$ cat src/rtl/sram_ctrl_pkg.sv
// Shared defaults and FSM state type for the SRAM port controller.
package sram_ctrl_pkg;

  localparam int unsigned ADDR_W = 7;
  localparam int unsigned DATA_W = 32;
  localparam int unsigned DEPTH  = 128;

  typedef enum logic [0:0] {
    INIT,
    RUN
  } state_e;

endpackage

$ cat src/rtl/resp_fifo2.sv
// Two-entry in-order response buffer with valid/ready pop and occupancy output.
module resp_fifo2 #(
  parameter int unsigned Width = 32
) (
  input  logic             clk_i,
  input  logic             rst_i,
  input  logic             push_i,
  input  logic [Width-1:0] push_data_i,
  input  logic             pop_ready_i,
  output logic             valid_o,
  output logic [Width-1:0] data_o,
  output logic [1:0]       occ_o
);

  logic [Width-1:0] mem_q [2];
  logic             rd_ptr_q, wr_ptr_q;
  logic [1:0]       cnt_q, cnt_d;
  logic             pop;

  assign valid_o = (cnt_q != 2'd0);
  assign pop     = valid_o & pop_ready_i;
  assign occ_o   = cnt_q;
  // Data is forced to zero whenever nothing is presented.
  assign data_o  = valid_o ? mem_q[rd_ptr_q] : '0;

  always_comb begin
    cnt_d = cnt_q + {1'b0, push_i} - {1'b0, pop};
  end

  always_ff @(posedge clk_i) begin
    if (rst_i) begin
      rd_ptr_q <= 1'b0;
      wr_ptr_q <= 1'b0;
      cnt_q    <= 2'd0;
    end else begin
      if (push_i) begin
        mem_q[wr_ptr_q] <= push_data_i;
      end
      wr_ptr_q <= wr_ptr_q ^ push_i;
      rd_ptr_q <= rd_ptr_q ^ pop;
      cnt_q    <= cnt_d;
    end
  end

endmodule

$ cat src/rtl/sram_port_ctrl.sv
// Request/response front end for a single-port synchronous SRAM with post-reset clear.
module sram_port_ctrl
  import sram_ctrl_pkg::*;
#(
  parameter int unsigned       ADDR_W     = sram_ctrl_pkg::ADDR_W,
  parameter int unsigned       DATA_W     = sram_ctrl_pkg::DATA_W,
  parameter int unsigned       DEPTH      = sram_ctrl_pkg::DEPTH,
  parameter bit                INIT_EN    = 1'b1,
  parameter logic [DATA_W-1:0] INIT_VALUE = '0
) (
  input  logic              clock,
  input  logic              reset,
  input  logic              io_req_valid,
  output logic              io_req_ready,
  input  logic              io_req_write,
  input  logic [ADDR_W-1:0] io_req_addr,
  input  logic [DATA_W-1:0] io_req_data,
  output logic              io_resp_valid,
  input  logic              io_resp_ready,
  output logic [DATA_W-1:0] io_resp_data,
  output logic              io_init_busy,
  output logic              io_sram_csb0,
  output logic              io_sram_web0,
  output logic [ADDR_W-1:0] io_sram_addr0,
  output logic [DATA_W-1:0] io_sram_din0,
  input  logic [DATA_W-1:0] io_sram_dout0
);

  localparam logic [ADDR_W-1:0] LastAddr = ADDR_W'(DEPTH - 1);

  state_e            state_q, state_d;
  logic [ADDR_W-1:0] init_cnt_q, init_cnt_d;
  logic              inflight_q, inflight_d;
  logic              fire, resp_pop;
  logic [1:0]        fifo_occ;
  logic [2:0]        pending;

  assign fire     = io_req_valid & io_req_ready;
  assign resp_pop = io_resp_valid & io_resp_ready;

  // Counts reads that will still occupy a FIFO slot after this cycle's pop.
  assign pending = {1'b0, fifo_occ} + {2'b0, inflight_q} - {2'b0, resp_pop};

  always_comb begin
    io_req_ready = ~reset & (state_q == RUN) & (pending < 3'd2);
  end

  // State register
  always_ff @(posedge clock) begin
    if (reset) begin
      if (INIT_EN) begin
        state_q <= INIT;
      end else begin
        state_q <= RUN;
      end
      init_cnt_q <= '0;
      inflight_q <= 1'b0;
    end else begin
      state_q    <= state_d;
      init_cnt_q <= init_cnt_d;
      inflight_q <= inflight_d;
    end
  end

  // Next-state logic
  always_comb begin
    state_d    = state_q;
    init_cnt_d = init_cnt_q;
    inflight_d = fire & ~io_req_write;
    case (state_q)
      INIT: begin
        init_cnt_d = init_cnt_q + ADDR_W'(1);
        if (init_cnt_q == LastAddr) begin
          state_d    = RUN;
          init_cnt_d = '0;
        end
      end
      default: ;
    endcase
  end

  // Output logic: the SRAM port is idle unless clearing or a request fires.
  always_comb begin
    io_sram_csb0  = 1'b1;
    io_sram_web0  = 1'b1;
    io_sram_addr0 = '0;
    io_sram_din0  = '0;
    io_init_busy  = 1'b0;
    if (!reset) begin
      case (state_q)
        INIT: begin
          io_sram_csb0  = 1'b0;
          io_sram_web0  = 1'b0;
          io_sram_addr0 = init_cnt_q;
          io_sram_din0  = INIT_VALUE;
          io_init_busy  = 1'b1;
        end
        default: begin
          if (fire) begin
            io_sram_csb0  = 1'b0;
            io_sram_web0  = ~io_req_write;
            io_sram_addr0 = io_req_addr;
            io_sram_din0  = io_req_write ? io_req_data : '0;
          end
        end
      endcase
    end
  end

  // SRAM read data is valid the cycle after the read fires; capture it then.
  resp_fifo2 #(
    .Width(DATA_W)
  ) u_resp_fifo (
    .clk_i      (clock),
    .rst_i      (reset),
    .push_i     (inflight_q),
    .push_data_i(io_sram_dout0),
    .pop_ready_i(io_resp_ready),
    .valid_o    (io_resp_valid),
    .data_o     (io_resp_data),
    .occ_o      (fifo_occ)
  );

endmodule

$ cat config.mk
export PLATFORM = sky130hd
export DESIGN_NAME = sram_port_ctrl
export DESIGN_NICKNAME = d
export VERILOG_FILES = /design/src/rtl/sram_ctrl_pkg.sv /design/src/rtl/resp_fifo2.sv /design/src/rtl/sram_port_ctrl.sv
export SDC_FILE = /design/constraint.sdc
export NUM_CORES = 1
export LEC_CHECK = 0
export BUFFER_PORTS_ARGS = -buffer_cell sky130_fd_sc_hd__buf_2
export CORE_ASPECT_RATIO = 0.6
export CORE_MARGIN = 1
export CORE_UTILIZATION = 50
export DETAILED_ROUTE_END_ITERATION = 8
export GPL_ROUTABILITY_DRIVEN = 0
export PLACE_DENSITY_LB_ADDON = 0.25
export SYNTH_ARGS = -nofsm -noshare
export SYNTH_HDL_FRONTEND = slang
export SYNTH_SLANG_ARGS = --single-unit
$ cat constraint.sdc
create_clock -name clock -period 6.1 [get_ports clock]
set_input_delay 0.61 -clock clock [delete_from_list [all_inputs] [get_ports clock]]
set_output_delay 0.61 -clock clock [all_outputs]
set_load 0.005 [all_outputs]
Word level (Yosys, flattened, before mapping)
Memories as Yosys holds them, arrays and structs flattened. A register that Yosys moved wholly into a read port is not among the register bits. Cells that the tools add are included.

Bits in writable memories: 64. Output and inout bits: 76. Flip-flop bits (word level): 13. Bits of input ports: 76. Memories kept: 1. Logic and storage cells: 47.

Reduce and logical (&&, ||, !) cells: 1. Muxes and demuxes: 23. Add/sub/neg operators: 5. Bitwise operators: 9. Order comparisons: 1. Equal/unequal tests: 1.

Memory list: u_resp_fifo.mem_q (depth 2, bits a word 32, read ports 1, clocked after memory_dff 1, write ports 1, line resp_fifo2.sv:15) `logic [Width-1:0] mem_q [2];`.

Operators by type and width (count): two-way mux 32 bit (5); two-way mux 7 bit (4); two-way mux 1 bit (14); adder 7 x 1 -> 7 bit (second input constant) (1); == test 7 bit (second input constant) (1); bitwise AND 1 bit (5); adder 2 x 1 -> 3 bit (1); less-than comparator 3 x 2 -> 1 bit (second input constant) (1); subtractor 3 x 1 -> 3 bit (1); adder 2 x 1 -> 2 bit (1); NOT 1 bit (2); nonzero test 2 bit (1); subtractor 2 x 1 -> 2 bit (1); bitwise XOR 1 bit (2).

Longest topological paths before layout
Depth after elaboration: 9. Gate-level depth with buffers: 10. Mapped depth without buffers: 9.

Hierarchy
A second synthesis with hierarchy kept.

Cells, all modules: 267. Area, all modules: 3500.9 um^2.

Modules (own cells, without submodules): resp_fifo2 (area an instance 2631.3 um^2, seq. area each 2001.9 um^2, instances 1, cells an instance 156); sram_port_ctrl (area an instance 869.6 um^2, seq. area each 180.2 um^2, instances 1, cells an instance 111).

Worst setup path after synthesis
No wires, ideal clock.

Path kind: input to register. Start point: input reset. End point: memory u_resp_fifo.mem_q[0][0], enable pin. Arrival: 3.339 ns. Buffers on the path: 2. Slack: 2.294 ns. Stages: 3. Library setup time: 0.468 ns. Path through: buf_6 > clkbuf_1 > nor3b_1.

Longest elaborated chain between the ends: 2.

RTL lines: from (decl) (line sram_port_ctrl.sv:12) `input logic reset,`; two-way mux 1 bit (line resp_fifo2.sv:31) `if (rst_i) begin`; two-way mux 1 bit (implied by the code) (line resp_fifo2.sv:37) `mem_q[wr_ptr_q] <= push_data_i;`; to (decl) (line resp_fifo2.sv:15).

Every way passes these cells.

Worst setup path in the final report
Start point: register u_resp_fifo.cnt_q[1] (netlist: u_resp_fifo.occ_o[1]). End point: output io_sram_din0[29].

Longest elaborated chain between the ends: 9. Elaborated cells on any way between the ends: 10.

RTL lines: from (decl) (line resp_fifo2.sv:17) `logic [1:0] cnt_q, cnt_d;`; from (signal assigned) (line resp_fifo2.sv:41) `cnt_q <= cnt_d;`; branches (longest 2 deep; another with adder 2 x 1 -> 3 bit); subtractor 3 x 1 -> 3 bit * (line sram_port_ctrl.sv:42) `assign pending = {1'b0, fifo_occ} + {2'b0, inflight_q} - {2'b0, resp_pop};`; named net pending[1] (line sram_port_ctrl.sv:36) `logic [2:0] pending;`; less-than comparator 3 x 2 -> 1 bit * (line sram_port_ctrl.sv:45) `io_req_ready = ~reset & (state_q == RUN) & (pending < 3'd2);`; bitwise AND 1 bit * (line sram_port_ctrl.sv:45); bitwise AND 1 bit * (line sram_port_ctrl.sv:38) `assign fire = io_req_valid & io_req_ready;`; two-way mux 32 bit * (line sram_port_ctrl.sv:99) `if (fire) begin`; two-way mux 32 bit * (line sram_port_ctrl.sv:90) `case (state_q)`; two-way mux 32 bit * (line sram_port_ctrl.sv:89) `if (!reset) begin`; to (decl) (line sram_port_ctrl.sv:25) `output logic [DATA_W-1:0] io_sram_din0,`.

Mark *: on every way through the listed nets, which the timed path passes.

==> results.json <==
{
  "worstPathRequired_ns": 5.49,
  "synth_edf_count": 64,
  "synth_top_area_share_pct": 55.9,
  "dieHeight_um": 66.2,
  "rsz0062_at_grt": "false",
  "fin_worst_skew_ns": 0.00682,
  "yosysTopAreaCell": "edfxtp_1",
  "synth_nets": 345,
  "ys_top_cells_by_count": "edfxtp_1 (64), nor2_1 (43), mux2i_1 (33)",
  "hold_viol_final": 0,
  "startpoint_type": "flop",
  "syn_inst": 265,
  "finalNonFillerCells": 504,
  "critPathKind": "flop to primary output",
  "antenna_found_initial": 1,
  "slew_violations": 0,
  "place_area_um2": 4240,
  "max_freq_mhz": 274,
  "drtPass1Iterations": 4,
  "viasPerCell": 4.99,
  "cts_buffers": 9,
  "wl_per_cell_um": 15.0,
  "first_iter_violations": 113,
  "synth_area_leaders": "edfxtp_1 (56%), mux2i_1 (9.6%), dfxtp_1 (7.6%)",
  "synth_most_common_cell": "edfxtp_1",
  "async_flop_share_pct": 0,
  "p_leak_nw": 2.03,
  "die_w_um": 109,
  "clkLatencyLatePin_ns": 0.33,
  "power_mw": 1.33,
  "num_rows": 22,
  "cap_violations": 0,
  "ant_nets": 0,
  "grt_pass1_wl_um": 11400,
  "power_density_nw_per_um2": 292,
  "seq_area_frac_synth_pct": 63.4,
  "min_period_ns": 3.65,
  "cp.arrival_ns": 3.04,
  "post-route-drc-count": 0,
  "peakVddDrop_uv": 226,
  "clockRootBuffer": "clkbuf_16",
  "clock_tree.buffer_depth": 2,
  "yosysUniqueCellTypes": 36,
  "coreArea_um2": 6360,
  "postCtsSetupBuffers": 0,
  "finish.utilization_pct": 71.5,
  "cp_cell_sequence": "o21ai_0 -> inv_1 -> ha_1 -> inv_1 -> ha_1 -> fa_1 -> nor3b_2 -> and4b_4 -> and2_2 -> buf_2",
  "grtUsageTotal_pct": 21.9,
  "syn_to_final_growth_pct": 32.2,
  "tightest_slew_ns": 1.06,
  "initial_core_util_pct": 54.1,
  "fin_tns_setup_ns": 0,
  "whs_ns": 0.465,
  "n_antenna_cell": 0,
  "portBuffers": 151,
  "max_stage_delay_ns": 0.47,
  "fin_nets": 495,
  "yosys_register_bits": 77,
  "cp_max_fo": 33,
  "cts_sinks": 77,
  "avgSynthCellArea_um2": 13.0,
  "fillers": 483,
  "post_cts_resized": 0,
  "min_path_cells": 2,
  "slew_headroom_pct": 29.5,
  "yosys_warnings": 0,
  "overflow": 0,
  "setup.worst_path.end_class": "primary output",
  "place_ws_ns": 2.63,
  "cts-htree-levels": 3,
  "clkTransAtPathRegs_ns": 0.06,
  "num_vias": 2514,
  "outcome": "finished clean",
  "setup_violations": 0,
  "drt-total-wl_um": 7540,
  "period_share_pct": 59.9,
  "ios": 152,
  "hpwl_um": 5320,
  "grt_max_degree": 34,
  "cts_tree": "built",
  "postLayoutCellArea_um2": 4550,
  "drive_gt1_share_pct": 45.0,
  "min_path_type": "input pin to flop",
  "die_area_um2": 7230,
  "slowest_stage": "fa_1",
  "rr_worst_depth": 9,
  "grt_pass1_vias": 2446,
  "synth_area_um2": 3440,
  "dp_cells": 488,
  "hold_buffers": 0,
  "synth-main-ff-cell": "edfxtp_1",
  "layout_setup_ws_ns": 2.45
}
[layer usage]
layer	track usage [%]	vias up	routed length, um
met5	0	-	10
met3	9.75	6	395
met2	34.9	76	3620
met4	5.07	2	46
li1	-	1230	-
met1	27.5	1200	3470
[cells by family after synthesis]
logic type                 count (synthesis)  synth area share, %
AOI/OAI and AO/OA                         19                 3.78
and+or+nand+nor                          105                 16.8
muxes                                     33                 9.60
xor gates and xnor gates                   4                 1.02
buffers and inverters                     23                 3.71
adders and majority gates                  4                 1.67
DFF                                       77                 63.4
[power by group]
part,internal [mW],leakage [nW],switching (mW),total (mW)
combinational,0.0963,1.19,0.0883,0.185
clock,0.356,0.153,0.188,0.544
sequential,0.575,0.681,0.0256,0.600
[state kept, by name (all words and copies together) (netlist names)]
register,cells
init_cnt_q,7
u_resp_fifo.occ_o,2
inflight_q,1
u_resp_fifo.mem_q,64
u_resp_fifo.rd_ptr_q,1
state_q,1
u_resp_fifo.wr_ptr_q,1
[area by class of cell]
type | instances | area, um2 | share of cell area [%]
Tap cell | 84 | 105 | 2.31
Clock buffer | 11 | 233 | 5.12
Multi-Input combinational cell | 165 | 1140 | 25.0
Timing Repair Buffer | 155 | 786 | 17.3
Sequential cell | 77 | 2180 | 48.0
Clock inverter | 5 | 75.1 | 1.65
Inverter | 7 | 26.3 | 0.578
[critical path: cells and delay by family (launching register included)]
family          cells  cell delay [ns]
compound gates      1             0.28
fa+ha+maj           3             0.93
buf+inv             3             0.25
flops               1             0.35
simple gates        3             0.91
[cell usage in the layout (no fill, tap or decap), types with 2 or more instances in the layout]
cell type / instances
xor2_1: 2
inv_1: 7
nor3b_1: 6
a21o_1: 7
or3_1: 4
nor2b_1: 3
xnor2_1: 2
dfxtp_1: 12
nor3b_2: 2
bufinv_16: 2
and2_2: 12
clkbuf_1: 2
mux2i_1: 33
buf_4: 4
clkbuf_16: 9
buf_2: 151
and2_1: 20
a21oi_1: 3
nor2_1: 42
nand3_1: 2
edfxtp_1: 64
clkinv_2: 3
ha_1: 3
o21ai_0: 4
nand2_1: 6
[path summary, 6_finish.rpt]
kind	slack [ns]	startpoint	endpoint
worst max-delay path	2.45	u_resp_fifo.occ_o[1]$_SDFF_PP0_	io_sram_din0[29]
worst min-delay path	0.47	io_req_write	inflight_q$_SDFF_PP0_
worst max register to register	3.60	u_resp_fifo.occ_o[1]$_SDFF_PP0_	inflight_q$_SDFF_PP0_
worst min register to register	0.51	init_cnt_q[6]$_SDFFE_PP0N_	init_cnt_q[6]$_SDFFE_PP0N_
Power figures use the tool's default switching activity.
